<file path="config.mk">
export PLATFORM = sky130hd
export DESIGN_NAME = freq_div_monitor_flat
export DESIGN_NICKNAME = d
export VERILOG_FILES = /design/src/rtl/freq_div_monitor_pkg.sv /design/src/rtl/freq_div_monitor_if.sv /design/src/rtl/freq_div_monitor_chan_check.sv /design/src/rtl/freq_div_monitor.sv /design/src/flat_wrapper.sv
export SDC_FILE = /design/constraint.sdc
export NUM_CORES = 1
export LEC_CHECK = 0
export ABC_AREA = 1
export CORE_MARGIN = 2
export CORE_UTILIZATION = 44
export CTS_BUF_LIST = sky130_fd_sc_hd__clkbuf_8 sky130_fd_sc_hd__clkbuf_16
export DETAILED_ROUTE_END_ITERATION = 6
export PLACE_DENSITY = 0.61
export SKIP_CTS_REPAIR_TIMING = 1
export SYNTH_ARGS = -nofsm -noshare
export SYNTH_HDL_FRONTEND = slang
export SYNTH_SLANG_ARGS = --single-unit
</file>
<file path="constraint.sdc">
create_clock -name CLK_in -period 1.5 [get_ports CLK_in]
set_input_delay 0.15 -clock CLK_in [delete_from_list [all_inputs] [get_ports CLK_in]]
set_output_delay 0.15 -clock CLK_in [all_outputs]
set_load 0.005 [all_outputs]
</file>
<file path="src/rtl/freq_div_monitor_pkg.sv">
// Shared types and constants for the divided-clock monitor.
// The channel state machine, the counter widths and the nominal divider
// periods all live here, so the top and the channel checker agree on them.
package freq_div_mon_pkg;

  // Width of the per-channel period counter; it saturates at its maximum.
  localparam int CNT_W  = 8;
  // Width of the consecutive-good-period counter (LOCK_N is at most 15).
  localparam int GOOD_W = 4;

  // Nominal divider periods in CLK_in cycles and the default lock depth.
  localparam int P50_DEF    = 2;
  localparam int P10_DEF    = 10;
  localparam int P1_DEF     = 100;
  localparam int LOCK_N_DEF = 4;

  // Largest value the period counter can hold before it saturates.
  localparam logic [CNT_W-1:0] CNT_MAX = {CNT_W{1'b1}};

  // Lock state of one divided clock.
  typedef enum logic [1:0] {
    IDLE   = 2'd0,
    MEAS   = 2'd1,
    LOCKED = 2'd2
  } chan_state_t;

  // Increment that sticks at CNT_MAX, so a dead input never wraps back
  // into a plausible-looking period.
  function automatic logic [CNT_W-1:0] sat_inc(input logic [CNT_W-1:0] value);
    if (value == CNT_MAX) begin
      return value;
    end
    return value + 1'b1;
  endfunction

endpackage

</file>
<file path="src/rtl/freq_div_monitor_if.sv">
// Bundle of the divided clocks, the error-clear request and the monitor
// results. The master side is whoever drives the divided clocks and
// consumes the status; the slave side is the monitor itself.
// Bit order of every 3-bit vector is {CLK_1, CLK_10, CLK_50}.
interface freq_div_monitor_if;

  logic       CLK_50_i;
  logic       CLK_10_i;
  logic       CLK_1_i;
  logic       err_clr;
  logic [2:0] tick;
  logic [2:0] locked;
  logic [2:0] err;
  logic       all_locked;

  modport master (
    output CLK_50_i,
    output CLK_10_i,
    output CLK_1_i,
    output err_clr,
    input  tick,
    input  locked,
    input  err,
    input  all_locked
  );

  modport slave (
    input  CLK_50_i,
    input  CLK_10_i,
    input  CLK_1_i,
    input  err_clr,
    output tick,
    output locked,
    output err,
    output all_locked
  );

endinterface

</file>
<file path="src/rtl/freq_div_monitor_chan_check.sv">
// Checker for a single divided clock. The input comes straight from a
// CLK_in flop in the divider, so it is used without a synchronizer.
// It produces a one-cycle tick per rising edge, measures each period in
// CLK_in cycles, and runs an IDLE/MEAS/LOCKED state machine that reports
// lock and a sticky error when a locked channel goes wrong or stops.
// Legal period range: 1 <= P and 2*P <= 255 so the timeout fits the counter.
module freq_chan_check
  import freq_div_mon_pkg::*;
#(
  parameter int P      = P50_DEF,
  parameter int LOCK_N = LOCK_N_DEF
) (
  input  logic CLK_in,
  input  logic RST,
  input  logic clk_div,
  input  logic err_clr,
  output logic tick,
  output logic locked,
  output logic err
);

  localparam logic [CNT_W-1:0]  PERIOD      = CNT_W'(P);
  localparam logic [CNT_W-1:0]  TIMEOUT_CNT = CNT_W'(2 * P);
  localparam logic [GOOD_W-1:0] GOOD_TARGET = GOOD_W'(LOCK_N);

  logic              prev;
  logic              rise;
  logic [CNT_W-1:0]  cnt;
  logic              period_ok;
  logic              timeout;
  logic              fault;
  logic [GOOD_W-1:0] good;
  logic [GOOD_W-1:0] good_inc;
  chan_state_t       state;

  // A rising edge is a high sample following a low one. The value of cnt
  // in the rise cycle is the measured period of the edge just completed.
  assign rise      = clk_div & ~prev;
  assign period_ok = (cnt == PERIOD);
  assign timeout   = ~rise & (cnt == TIMEOUT_CNT);
  assign good_inc  = good + 1'b1;

  // Only a channel that had already locked is reported as broken; a channel
  // that never locked just keeps trying.
  assign fault = (state == LOCKED) & ((rise & ~period_ok) | timeout);

  // Edge detector and tick strobe: tick follows the sampled edge by a cycle.
  always_ff @(posedge CLK_in or posedge RST) begin
    if (RST) begin
      prev <= 1'b0;
      tick <= 1'b0;
    end else begin
      prev <= clk_div;
      tick <= rise;
    end
  end

  // Period counter: restarts at 1 on each edge, otherwise counts up and sticks at max.
  always_ff @(posedge CLK_in or posedge RST) begin
    if (RST) begin
      cnt <= '0;
    end else if (rise) begin
      cnt <= CNT_W'(1);
    end else begin
      cnt <= sat_inc(cnt);
    end
  end

  // Lock state machine with registered locked flag and sticky err flag.
  always_ff @(posedge CLK_in or posedge RST) begin
    if (RST) begin
      state  <= IDLE;
      good   <= '0;
      locked <= 1'b0;
      err    <= 1'b0;
    end else begin
      if (fault) begin
        err <= 1'b1;
      end else if (err_clr) begin
        err <= 1'b0;
      end

      unique case (state)
        IDLE: begin
          if (rise) begin
            state <= MEAS;
            good  <= '0;
          end
        end

        MEAS: begin
          if (rise) begin
            if (period_ok) begin
              good <= good_inc;
              if (good_inc == GOOD_TARGET) begin
                state  <= LOCKED;
                locked <= 1'b1;
              end
            end else begin
              good <= '0;
            end
          end else if (timeout) begin
            state <= IDLE;
            good  <= '0;
          end
        end

        LOCKED: begin
          if (rise && !period_ok) begin
            state  <= MEAS;
            good   <= '0;
            locked <= 1'b0;
          end else if (timeout) begin
            state  <= IDLE;
            good   <= '0;
            locked <= 1'b0;
          end
        end

        default: begin
          state  <= IDLE;
          good   <= '0;
          locked <= 1'b0;
        end
      endcase
    end
  end

endmodule

</file>
<file path="src/rtl/freq_div_monitor.sv">
// Monitor for the three divided clocks (50 %, 10 %, 1 % of CLK_in).
// One checker per channel; err_clr is shared by all of them and
// all_locked tells system logic every tick is trustworthy as a clock enable.
module freq_div_monitor
  import freq_div_mon_pkg::*;
#(
  parameter int P50    = P50_DEF,
  parameter int P10    = P10_DEF,
  parameter int P1     = P1_DEF,
  parameter int LOCK_N = LOCK_N_DEF
) (
  input  logic               CLK_in,
  input  logic               RST,
  freq_div_monitor_if.slave  bus
);

  logic [2:0] tick_w;
  logic [2:0] locked_w;
  logic [2:0] err_w;

  freq_chan_check #(
    .P      (P50),
    .LOCK_N (LOCK_N)
  ) u_chan_50 (
    .CLK_in  (CLK_in),
    .RST     (RST),
    .clk_div (bus.CLK_50_i),
    .err_clr (bus.err_clr),
    .tick    (tick_w[0]),
    .locked  (locked_w[0]),
    .err     (err_w[0])
  );

  freq_chan_check #(
    .P      (P10),
    .LOCK_N (LOCK_N)
  ) u_chan_10 (
    .CLK_in  (CLK_in),
    .RST     (RST),
    .clk_div (bus.CLK_10_i),
    .err_clr (bus.err_clr),
    .tick    (tick_w[1]),
    .locked  (locked_w[1]),
    .err     (err_w[1])
  );

  freq_chan_check #(
    .P      (P1),
    .LOCK_N (LOCK_N)
  ) u_chan_1 (
    .CLK_in  (CLK_in),
    .RST     (RST),
    .clk_div (bus.CLK_1_i),
    .err_clr (bus.err_clr),
    .tick    (tick_w[2]),
    .locked  (locked_w[2]),
    .err     (err_w[2])
  );

  assign bus.tick       = tick_w;
  assign bus.locked     = locked_w;
  assign bus.err        = err_w;
  assign bus.all_locked = &locked_w;

endmodule

</file>
<file path="src/flat_wrapper.sv">
// flat-port wrapper written by rule: the top's interface ports become plain ports
module freq_div_monitor_flat import freq_div_mon_pkg::*;
#(
  parameter int P50    = P50_DEF,
  parameter int P10    = P10_DEF,
  parameter int P1     = P1_DEF,
  parameter int LOCK_N = LOCK_N_DEF
)
  (CLK_in, RST, bus_CLK_50_i, bus_CLK_10_i, bus_CLK_1_i, bus_err_clr, bus_tick, bus_locked, bus_err, bus_all_locked);
  freq_div_monitor_if bus_i ();
  input  logic CLK_in;
  input  logic RST;
  input wire logic [$bits(bus_i.CLK_50_i)-1:0] bus_CLK_50_i;
  input wire logic [$bits(bus_i.CLK_10_i)-1:0] bus_CLK_10_i;
  input wire logic [$bits(bus_i.CLK_1_i)-1:0] bus_CLK_1_i;
  input wire logic [$bits(bus_i.err_clr)-1:0] bus_err_clr;
  output wire logic [$bits(bus_i.tick)-1:0] bus_tick;
  output wire logic [$bits(bus_i.locked)-1:0] bus_locked;
  output wire logic [$bits(bus_i.err)-1:0] bus_err;
  output wire logic [$bits(bus_i.all_locked)-1:0] bus_all_locked;
  assign bus_i.CLK_50_i = bus_CLK_50_i;
  assign bus_i.CLK_10_i = bus_CLK_10_i;
  assign bus_i.CLK_1_i = bus_CLK_1_i;
  assign bus_i.err_clr = bus_err_clr;
  assign bus_tick = bus_i.tick;
  assign bus_locked = bus_i.locked;
  assign bus_err = bus_i.err;
  assign bus_all_locked = bus_i.all_locked;
  freq_div_monitor #(.P50(P50), .P10(P10), .P1(P1), .LOCK_N(LOCK_N)) u_core (.CLK_in(CLK_in), .RST(RST), .bus(bus_i));
endmodule
</file>
Word level (Yosys, flattened, before mapping)
Cells that the tools add are included.
Widths: inputs -> output; s select.
{ "classes": {"n_addsub": 6, "mul": 0, "div": 0, "magnitude_cmp": 0, "eq_ne": 42, "shifts": 0, "mux": 73, "bitwise_logic": 27, "n_reduce_logical": 19} }
{ "ops": {"columns": ["operator", "count"], "rows": [
  ["$mux 4", 15],
  ["$mux 8", 6],
  ["$mux 2", 18],
  ["$pmux 4 s3", 3],
  ["$eq 8x8->1 const B", 4],
  ["$ne 3x3->1 const B", 9],
  ["$mux 1", 25],
  ["$add 8x1->8 const B", 3],
  ["$ne 2x2->1 const B", 12],
  ["$pmux 2 s3", 3],
  ["$reduce_and 5->1", 3],
  ["$add 4x1->4 const B", 3],
  ["$and 1x1->1", 12],
  ["$eq 4x3->1 const B", 3],
  ["$not 1->1", 12],
  ["$reduce_and 3->1", 4],
  ["$ne 3x2->1 const B", 3],
  ["$pmux 1 s3", 3],
  ["$eq 8x2->1 const B", 1],
  ["$eq 8x3->1 const B", 1],
  ["$eq 8x4->1 const B", 1],
  ["$eq 8x5->1 const B", 1],
  ["$eq 8x7->1 const B", 1],
  ["$eq 2x1->1 const B", 3],
  ["other kinds (6)", 18]
]} }
{ "word_totals": {"register_bits": 54, "latchBits": 0, "ramBits": 0, "mem_bits_ro": 0, "in_bits": 6, "output_inout_bits": 10, "wordCells": 188, "n_memories": 0} }

Depth between registers and ports, before layout
Gate-level depths: netlist (run 1).
{ "depth": {"ltp_word": 7, "ltp_mapped": 12, "depth_no_buf": 12} }

Modules after synthesis
From an unflattened synthesis (run 1), not the netlist that was laid out.
{ "unflattened": {"cells_unflattened": 495, "hier_area_um2": 3718.6} }
{ "modules_own_cells": {"columns": ["module", "instances", "cells_each", "area_each_um2", "seq_area_each_um2"], "rows": [
  ["freq_chan_check (u_core.u_chan_50)", 1, 179, 1295.0, 450.4],
  ["freq_chan_check (u_core.u_chan_1)", 1, 160, 1217.4, 450.4],
  ["freq_chan_check (u_core.u_chan_10)", 1, 153, 1192.4, 450.4],
  ["freq_div_monitor", 1, 3, 13.8, 0.0]
]} }

Least setup slack after synthesis (run 1)
OpenSTA, ideal clock, no wires.
{ "synth_path": {"path_kind": "reg-to-reg", "from": "register u_core.u_chan_1.state[1]", "to": "register u_core.u_chan_1.good[0]", "setup_ns": 0.083, "t_arrival_ns": 1.353, "setup_slack_ns": 0.064, "path_stages_with_launch": 9, "n_path_buf": 0, "synth_period_minus_slack_ns": 1.436, "path_cell_list": "dfrtp_1 inv_1 ha_1 inv_1 o21ai_0 inv_1 o21ai_1 nand2_1 o21ai_0"} }
{ "synth_between": {"elab_chain_len": 2, "elab_cells_between_ends": 5} }
{ "synth_lines": {"columns": ["item", "line", "text"], "rows": [
  ["from (decl)", "freq_div_monitor_chan_check.sv:34", "chan_state_t state;"],
  ["from (signal assigned)", "freq_div_monitor_chan_check.sv:72", "state <= IDLE;"],
  ["from (signal assigned)", "freq_div_monitor_chan_check.sv:86", "state <= MEAS;"],
  ["from (signal assigned)", "freq_div_monitor_chan_check.sv:96", "state <= LOCKED;"],
  ["$eq 2x2->1, or another cell as far along", "freq_div_monitor_chan_check.sv:83", "unique case (state)"],
  ["$pmux 4 s3 or $ne 2x2->1 (tied branches)", null, null],
  ["to (signal assigned)", "freq_div_monitor_chan_check.sv:94", "good <= good_inc;"],
  ["to (decl)", "freq_div_monitor_chan_check.sv:32", "logic [GOOD_W-1:0] good;"]
]} }
Parallel ways exist; a longest one is shown, timed or not.
A chain may end at the register's enable or synchronous reset.

Worst setup path after layout (run 1)
{ "layout_path": {"from": "register u_core.u_chan_50.cnt[0]", "to": "register u_core.u_chan_50.good[0]"} }
{ "layout_between": {"elab_chain_len": 5, "elab_cells_between_ends": 10} }
{ "layout_lines": {"columns": ["item", "line", "text"], "rows": [
  ["from (decl)", "freq_div_monitor_chan_check.sv:28", "logic [CNT_W-1:0] cnt;"],
  ["from (signal assigned)", "freq_div_monitor_chan_check.sv:65", "cnt <= sat_inc(cnt);"],
  ["$eq 8x3->1 or $eq 8x2->1 (tied branches)", "freq_div_monitor_chan_check.sv:40, freq_div_monitor_chan_check.sv:39", null],
  ["$and 1x1->1 or $logic_not 1->1 (tied branches)", "freq_div_monitor_chan_check.sv:40, freq_div_monitor_chan_check.sv:109", null],
  ["$mux 4 or $logic_and 1x1->1 (tied branches)", null, null],
  ["$mux 4, on equally long branches", "freq_div_monitor_chan_check.sv:109, freq_div_monitor_chan_check.sv:92", null],
  ["$pmux 4 s3 *", "freq_div_monitor_chan_check.sv:83", null],
  ["to (signal assigned)", "freq_div_monitor_chan_check.sv:94", null],
  ["to (decl)", "freq_div_monitor_chan_check.sv:32", null]
]} }
Mark *: on every way between the ends. The rest lies on a longest branch, timed or not.

==> results of run 1 <==
-- routing by layer --
layer  GRT usage, %  share of wire (%)
met1          23.86                 46
met2          32.92                 50
met3          2.713                3.2
met4          3.986               0.91
met5              0                  0
-- worst max-delay path by stage --
stage,endpoint,startpoint,cells past startpoint,slack [ps]
detailed placement,u_core.u_chan_50.state[1]$_DFFE_PP0P_,bus_CLK_50_i,10,-160
global placement,u_core.u_chan_50.state[1]$_DFFE_PP0P_,bus_CLK_50_i,10,-80
CTS,u_core.u_chan_10.locked$_DFFE_PP0P_,u_core.u_chan_10.cnt[0]$_DFFE_PP0P_,11,-110
floorplan,u_core.u_chan_1.cnt[0]$_DFFE_PP0P_,RST,1,40
finish,u_core.u_chan_50.good[0]$_DFFE_PP0P_,u_core.u_chan_50.cnt[0]$_DFFE_PP0P_,10,-2
global route,u_core.u_chan_50.state[1]$_DFFE_PP0P_,u_core.u_chan_50.cnt[1]$_DFFE_PP0P_,10,-130
-- final cells by class --
class | instances | area [sq um] | area share [%]
Sequential cell | 54 | 1359 | 30.21
Clock buffer | 5 | 68.82 | 1.530
Multi-Input combinational cell | 353 | 2103 | 46.76
Clock inverter | 3 | 17.52 | 0.3894
Inverter | 78 | 292.8 | 6.509
Tap cell | 105 | 131.4 | 2.921
Timing Repair Buffer | 62 | 525.5 | 11.68
-- registers in the layout, summed over array words and instances (netlist names), 2 cells and up --
signal                  cells
u_core.u_chan_1.good        4
u_core.u_chan_10.good       4
u_core.u_chan_50.good       4
u_core.u_chan_10.state      2
u_core.u_chan_1.state       2
u_core.u_chan_50.cnt        8
u_core.u_chan_10.cnt        8
u_core.u_chan_50.state      2
u_core.u_chan_1.cnt         8
-- worst max-delay path, stage by stage, from the launching register on --
cell and delay [ps]:
dfrtp_1 420, inv_2 90, ha_1 140, nand3_1 90, nor2_2 130, nand2_2 80
buf_4 140, a21oi_1 120, nand2_1 70, nand3_1 60, nand2_1 50
-- kinds of logic after synthesis --
group           share of synthesized area (%)
fa+ha+maj                               7.945
buf+inv                                 10.88
xor+xnor                               0.9671
flops                                   37.31
simple gates                            34.20
compound gates                          8.705
-- report_power, final --
part | total (mW) | internal [mW] | switching, mW
clock network | 0.814 | 0.324 | 0.489
logic | 2.48 | 1.06 | 1.42
registers | 2.07 | 1.72 | 0.354
total | 5.37 | 3.10 | 2.26
-- cell usage in the layout (no fill, tap or decap), types with 5 or more instances in the layout --
cell type	Yosys	routed
a21oi_1	14	11
a31oi_1	6	6
buf_4	10	44
clkbuf_8	0	5
clkdlybuf4s50_1	0	14
dfrtp_1	54	48
dfrtp_2	0	6
ha_1	23	17
ha_4	0	5
inv_1	75	63
inv_2	3	16
nand2_1	132	123
nand2_2	4	12
nand3_1	52	47
nand3_2	5	6
nand4_1	14	14
nor2_1	42	31
nor2_2	4	14
o21ai_0	22	19
-- stage by stage --
| stage | power [mW] | hold WS (ps) | setup slack (ps) |
|---|---|---|---|
| 2_1_floorplan | 3.497 | 181.4 | 35.42 |
| 3_3_place_gp | 4.119 | 420.3 | -80.62 |
| 3_5_place_dp | 4.177 | 427.2 | -155.7 |
| 4_1_cts | 5.026 | 80.14 | -105.5 |
| 5_1_grt | 5.814 | 122.9 | -126.4 |
| 6_report | 5.369 | 85.01 | -1.637 |
==> out/metrics.cfg, run 1 <==
[sta]
tns_ps=-1.637
finalSetupViolations=1
worst_clock_skew_ps=8.612
min_period_ps=1502
drv_slew=0
tightest_slew_ps=320.1
post-route-period-util_pct=100.1
max_slew_margin_pct=78.66
hold_viol_final=0
finalWorstSetupSlack_ps=-1.637
max_freq_mhz=665.9
rsz0062_at_grt=yes

[setup_path]
cp-start-kind=flip-flop
worstRegToRegCells=10
r2r-start=u_core.u_chan_50.cnt[0]$_DFFE_PP0P_
reg2reg_to=u_core.u_chan_50.good[0]$_DFFE_PP0P_
worst_ep_required_time_ps=1700
crit_type=flip-flop to flip-flop
end_kind=flip-flop
path_max_fanout=5
worstPathArrival_ps=1700
reg2reg_slack_ps=-2

[synth]
synth_nets=528
synth_edf_count=0
ys.flop_type=dfrtp_1
synthArstFlopShare_pct=100.0
synth_top_area_share_pct=37.31
synth_cells=499
yosys_warnings=0
synth_common_cells=132 x nand2_1, 75 x inv_1, 54 x dfrtp_1, 52 x nand3_1, 42 x nor2_1
syn_area_per_cell_sq_um=7.259
synth-seq-area-share_pct=37.31
synthesis.area_sq_um=3622
synth-seq-cells=54
synth_cell_types=32
synthTopCellsByArea=dfrtp_1 37%, nand2_1 14%, ha_1 7.9%
synth_largest_area_cell=dfrtp_1
yosysMostFrequentCell=nand2_1

[placement]
portBuffers=15
dp_cells=642
placed_area_sq_um=4093
gp_congestion=0.8859
dpl.hpwl_um=6053

[clock_tree]
htree_levels=2
clock_path_buffers=2
worstSkewPairLatency_ps=310
cts_sinks=54
cts_tree=built
cts_buffers=5
cts_root_buf=clkbuf_8
clkTransAtPathRegs_ps=100

[final_layout]
final_nets=583
final_util_pct=55.58
n_antenna_cell=0
drive_gt1_share_pct=24.50
fillers=790
stdcell_area_sq_um=4498
syn2layout_area_growth_pct=24.18
fin_cells=660

[global_routing]
grt_remaining_overflow=0
grt_pass1_wl_um=13390
grt_pass1_vias=3040
grt_max_degree=37
antenna_found_initial=0
grt_usage_pct=18.52

[routing]
ant_nets=0
vias=3347
dr.first_iter.drc_count=94
wirelength_um=8138
via_per_inst=5.071
wl_per_cell_um=12.33
drc=0
drt_first_pass_iters=5

[floorplan]
start_util_pct=44.76
die_area_sq_um=8974
row_count=33
die_y_um=94.73
core_sq_um=8093
die_x_um=94.73
ioPinCount=16

[power]
peakVddDrop_mv=0.5034
power_density_nw_per_um2=1194
power.leakage_nw=2.273

[run_status]
status=complete, but fails checks
violations=negative setup slack

[job]
drv_cap=0

[hold_path]
min_path_type=primary input to async pin

Note: power is estimated with default switching activity, not from simulation.
==> run 2, diff against run 1 <==
- ABC_CLOCK_PERIOD_IN_PS: unset -> 1500
- CORE_ASPECT_RATIO: unset -> 1.5
==> out/metrics.cfg, run 2 (synthesized netlist as in run 1, its figures left out) <==
[run_status]
status=complete, no violations

[placement]
gp_congestion=0.9032  ; +2.0%
dp_cells=640  ; -0.31%
dpl.hpwl_um=6010  ; -0.72%
portBuffers=15  ; unchanged

[routing]
drt_first_pass_iters=4  ; -1
wirelength_um=8000  ; -1.7%
drc=0  ; unchanged
via_per_inst=5.005  ; -1.3%
ant_nets=0  ; unchanged
wl_per_cell_um=12.20  ; -1.1%
vias=3283  ; -1.9%
dr.first_iter.drc_count=166  ; +77%

[floorplan]
die_y_um=115.1  ; +22%
start_util_pct=45.23  ; +0.48 points
ioPinCount=16  ; unchanged
die_area_sq_um=8989  ; +0.17%
core_sq_um=8008  ; -1.1%
die_x_um=78.08  ; -18%
row_count=40  ; +21%

[sta]
holdWs_ps=191.6  ; +106.6 ps
worst_clock_skew_ps=2.380  ; -6.232 ps
rsz0062_at_grt=yes
max_freq_mhz=692.5  ; +4.0%
drv_slew=0  ; unchanged
max_slew_margin_pct=75.88  ; -2.8 points
finalSetupViolations=0  ; -1
tightest_slew_ps=358.0  ; +37.89 ps
post-route-period-util_pct=96.27  ; -3.8 points
hold_viol_final=0  ; unchanged
min_period_ps=1444  ; -57.64 ps

[global_routing]
grt_max_degree=34  ; -8.1%
antenna_found_initial=0  ; unchanged
grt_pass1_vias=3209  ; +5.6%
grt_pass1_wl_um=13890  ; +3.7%
grt_remaining_overflow=0  ; unchanged
grt_usage_pct=18.97  ; +0.45 points

[setup_path]
path_common_cell=buf_6
worstPathArrival_ps=1660  ; -40 ps
cp_cell_sequence=buf_6 > ha_4 > nand3_4 > nor3_4 > nand3_1 > buf_6 > a22oi_1
crit_type=flip-flop to flip-flop
r2r-start=u_core.u_chan_10.cnt[0]$_DFFE_PP0P_
worstRegToRegCells=7  ; -3
max_stage_delay_ps=380  ; -40 ps
reg2reg_to=u_core.u_chan_10.cnt[3]$_DFFE_PP0P_
worstSetupStartpoint=u_core.u_chan_10.cnt[0]$_DFFE_PP0P_
end_kind=flip-flop
reg2reg_slack_ps=60  ; +60 ps
worst_ep_required_time_ps=1710  ; about the same
path_max_fanout=3  ; -2
cp-start-kind=flip-flop
critPathSlowestCell=dfrtp_1

[final_layout]
final_util_pct=57.33  ; +1.7 points
drive_gt1_share_pct=23.96  ; -0.55 points
reg_top3=u_core.u_chan_1.cnt: 8 flops, u_core.u_chan_10.cnt: 8 flops, u_core.u_chan_50.cnt: 8 flops
fin_cells=656  ; -0.61%
syn2layout_area_growth_pct=26.74
final_nets=579  ; -0.69%
n_antenna_cell=0  ; unchanged
final_common_cell=nand2_1
layout_common_cells=121 x nand2_1, 62 x inv_1, 49 x dfrtp_1, 44 x nand3_1, 40 x buf_4

[clock_tree]
worstSkewPairLatency_ps=300  ; about the same
cts_sinks=54  ; unchanged
clkTransAtPathRegs_ps=70  ; -30 ps
cts_root_buf=clkbuf_16
htree_levels=2  ; unchanged
cts_buffers=5  ; unchanged
cts_tree=built
clock_path_buffers=2  ; unchanged

[power]
peakVddDrop_mv=0.6936  ; +38%
power.leakage_nw=2.311  ; +1.7%
power_density_nw_per_um2=1283  ; +7.5%

[hold_path]
min_path_type=primary input to async pin

[job]
drv_cap=0  ; unchanged

[run 2: worst max path at each step]
stage / slack (ps) / end
after global placement: -80 / u_core.u_chan_10.state[0]$_DFFE_PP0P_
after CTS: -90 / u_core.u_chan_1.good[0]$_DFFE_PP0P_
after floorplan: 40 / u_core.u_chan_1.cnt[0]$_DFFE_PP0P_
final: 60 / u_core.u_chan_10.cnt[3]$_DFFE_PP0P_
after global routing: -60 / u_core.u_chan_50.cnt[0]$_DFFE_PP0P_
after detailed placement: -130 / u_core.u_chan_50.locked$_DFFE_PP0P_
[run 2: power breakdown]
group | switching, mW | total [mW] | internal (mW)
registers | 0.357 | 2.08 | 1.72
clock network | 0.552 | 1.34 | 0.792
logic | 1.41 | 2.47 | 1.06
total | 2.32 | 5.89 | 3.57
[run 2: worst max-delay path: cells and delay by family, from the launching register on]
kind                       cells  cell delay [ps]
adders and majority gates      1              150
DFF                            1              380
and+or+nand+nor                3              440
AOI/OAI and AO/OA              1              130
buffers and inverters          2              270
[run 2: layout make-up]
type,instances,area [sq um]
Clock buffer,5,125.1
Clock inverter,3,43.79
Fill cell,740,3417
Inverter,78,292.8
Multi-Input combinational cell,353,2135
Sequential cell,54,1358
Tap cell,105,131.4
Timing Repair Buffer,58,505.5
[run 2: layer usage]
layer / up-vias / routed length, um / global-route usage [%]
li1: 1700 / - / -
met2: 46 / 4256 / 34.83
met1: 1521 / 3338 / 21.72
met4: 0 / 205 / 8.655
met5: - / 0 / 0
met3: 16 / 199 / 2.590
[run 2: per-stage QoR]
step | setup WS, ps | setup TNS (ps) | instance area, sq um | power (mW)
2_1_floorplan | 35.42 | 0 | 3622 | 3.497
3_3_place_gp | -75.06 | -823.7 | 4090 | 4.140
3_5_place_dp | -133.7 | -1489 | 4090 | 4.184
4_1_cts | -92.71 | -301.3 | 4259 | 5.562
5_1_grt | -64.50 | -376.0 | 4591 | 6.366
6_report | 56.01 | 0 | 4591 | 5.890
==> run 3, diff against run 2 <==
- CELL_PAD_IN_SITES_DETAIL_PLACEMENT: unset -> 1
- CELL_PAD_IN_SITES_GLOBAL_PLACEMENT: unset -> 2
- CORE_UTILIZATION: 44 -> 32
- PLACE_DENSITY: 0.61 -> 0.74
- TNS_END_PERCENT: unset -> 20
==> out/metrics.cfg, run 3 (synthesized netlist as in run 1, its figures left out) <==
[run_status]
status=complete, no violations

[job]
drv_cap=0  ; unchanged

[sta]
rsz0062_at_grt=yes
hold_viol_final=0  ; unchanged
max_slew_margin_pct=76.16  ; +0.28 points
min_period_ps=1498  ; +54.22 ps
max_freq_mhz=667.5  ; -3.6%
worst_clock_skew_ps=4.885  ; +2.505 ps
post-route-period-util_pct=99.88  ; +3.6 points
drv_slew=0  ; unchanged
tightest_slew_ps=357.6  ; -0.3862 ps
finalSetupViolations=0  ; unchanged

[floorplan]
die_x_um=90.87  ; +16%
die_area_sq_um=12200  ; +36%
core_sq_um=11060  ; +38%
ioPinCount=16  ; unchanged
row_count=47  ; +18%
start_util_pct=32.76  ; -12 points
die_y_um=134.3  ; +17%

[placement]
gp_congestion=0.7981  ; -12%
dp_cells=701  ; +9.5%
portBuffers=15  ; unchanged
placed_area_sq_um=4273  ; +4.5%
dpl.hpwl_um=7667  ; +28%

[setup_path]
r2r-start=u_core.u_chan_1.cnt[1]$_DFFE_PP0P_
end_kind=output pin
cp-start-kind=flip-flop
worstSetupStartpoint=u_core.u_chan_10.locked$_DFFE_PP0P_
worstPathArrival_ps=1350  ; -310 ps
path_max_fanout=3  ; unchanged
crit_type=flip-flop to output pin
reg2reg_slack_ps=30  ; -30 ps
worst_ep_required_time_ps=1350  ; -360 ps

[final_layout]
reg_top3=u_core.u_chan_1.cnt: 8 flops, u_core.u_chan_10.cnt: 8 flops, u_core.u_chan_50.cnt: 8 flops
multiInputGateArea_sq_um=2145  ; +0.47%
n_antenna_cell=0  ; unchanged
drive_gt1_share_pct=26.15  ; +2.2 points
final_nets=594  ; +2.6%
stdcell_area_sq_um=4782  ; +4.2%
fillers=1390  ; +88%
syn2layout_area_growth_pct=32.02
final_util_pct=43.25  ; -14 points
fin_cells=713  ; +8.7%
layout_common_cells=120 x nand2_1, 65 x inv_1, 55 x buf_4, 52 x dfrtp_1, 45 x nand3_1
regArea_sq_um=1354  ; -0.28%
final_common_cell=nand2_1

[power]
seq_power_share_pct=31.8  ; -3.5 points
p_int_mw=3.867  ; +8.3%
p_sw_mw=2.489  ; +7.3%
power_density_nw_per_um2=1329  ; +3.6%
p_sw_share_pct=39.16  ; -0.24 points
peakVddDrop_mv=0.6194  ; -11%
power.leakage_nw=2.370  ; +2.6%
p_comb_share_pct=43.4  ; +1.5 points
pwr-share-clk_pct=24.8  ; +2.0 points

[routing]
drc=0  ; unchanged
wirelength_um=9998  ; +25%
dr.first_iter.drc_count=79  ; -52%
wl_per_cell_um=14.02  ; +15%
via_per_inst=4.835  ; -3.4%
drt_first_pass_iters=4  ; unchanged
vias=3447  ; +5.0%
ant_nets=0  ; unchanged

[hold_path]
min_path_type=primary input to async pin

[clock_tree]
worstSkewPairLatency_ps=300  ; about the same
clkTransAtPathRegs_ps=70  ; about the same
cts_sinks=54  ; unchanged
cts_tree=built
htree_levels=2  ; unchanged
cts_buffers=5  ; unchanged
clock_path_buffers=2  ; unchanged
cts_root_buf=clkbuf_16

[global_routing]
grt_usage_pct=17.11  ; -1.9 points
grt_remaining_overflow=0  ; unchanged
antenna_found_initial=0  ; unchanged
grt_max_degree=33  ; -2.9%
grt_pass1_wl_um=17150  ; +24%
grt_pass1_vias=3753  ; +17%

run 3: final cells by class:
cell class	count	area share, %
clock buffer	6	2.904
clock inverter	2	1.256
inverter	78	6.122
multi-input combinational	353	44.85
sequential	54	28.31
tap	147	3.846
timing repair buffer	73	12.72
run 3: critical path, cell delays in order, from the launching register on:
cell	delay, ps
dfrtp_1	440
buf_6	120
clkdlybuf4s50_1	490
run 3: power by group through the flow:
stage	combinational (mW)	sequential, mW	clock (mW)
floorplan	1.53	1.97	0
global placement	2.33	2.01	0
detailed placement	2.43	2.03	0
CTS	2.45	2.00	1.62
global route	3.12	2.07	1.67
finish	2.76	2.02	1.58
run 3: layer usage:
metal / part of all wire [%] / track usage, % / wire length (um)
met5: 0 / 0 / 0
met4: 1.8 / 5.892 / 177
met3: 1.8 / 2.472 / 175
met2: 56 / 33.37 / 5645
met1: 40 / 18.61 / 3999
run 3: path summary, 6_finish.rpt:
| path | to | cells after the start |
|---|---|---|
| max in group asynchronous | u_core.u_chan_10.good[2]$_DFFE_PP0P_ | 3 |
| hold / removal | u_core.u_chan_50.tick$_DFF_PP0_ | 3 |
| setup / recovery | bus_locked[1] | 2 |
| hold reg to reg | u_core.u_chan_50.locked$_DFFE_PP0P_ | 2 |
| setup reg to reg | u_core.u_chan_1.good[0]$_DFFE_PP0P_ | 10 |
| min in group CLK_in | u_core.u_chan_10.prev$_DFF_PP0_ | 1 |
run 3: metrics by stage:
step,setup slack [ps],power (mW),TNS [ps],hold WS (ps)
2_1_floorplan,35.42,3.497,0,181.4
3_3_place_gp,-94.28,4.342,-1457,489.3
3_5_place_dp,-203.6,4.456,-3147,507.4
4_1_cts,-143.1,6.064,-928.8,202.8
5_1_grt,-113.7,6.853,-1362,220.5
6_report,1.790,6.356,0,194.6
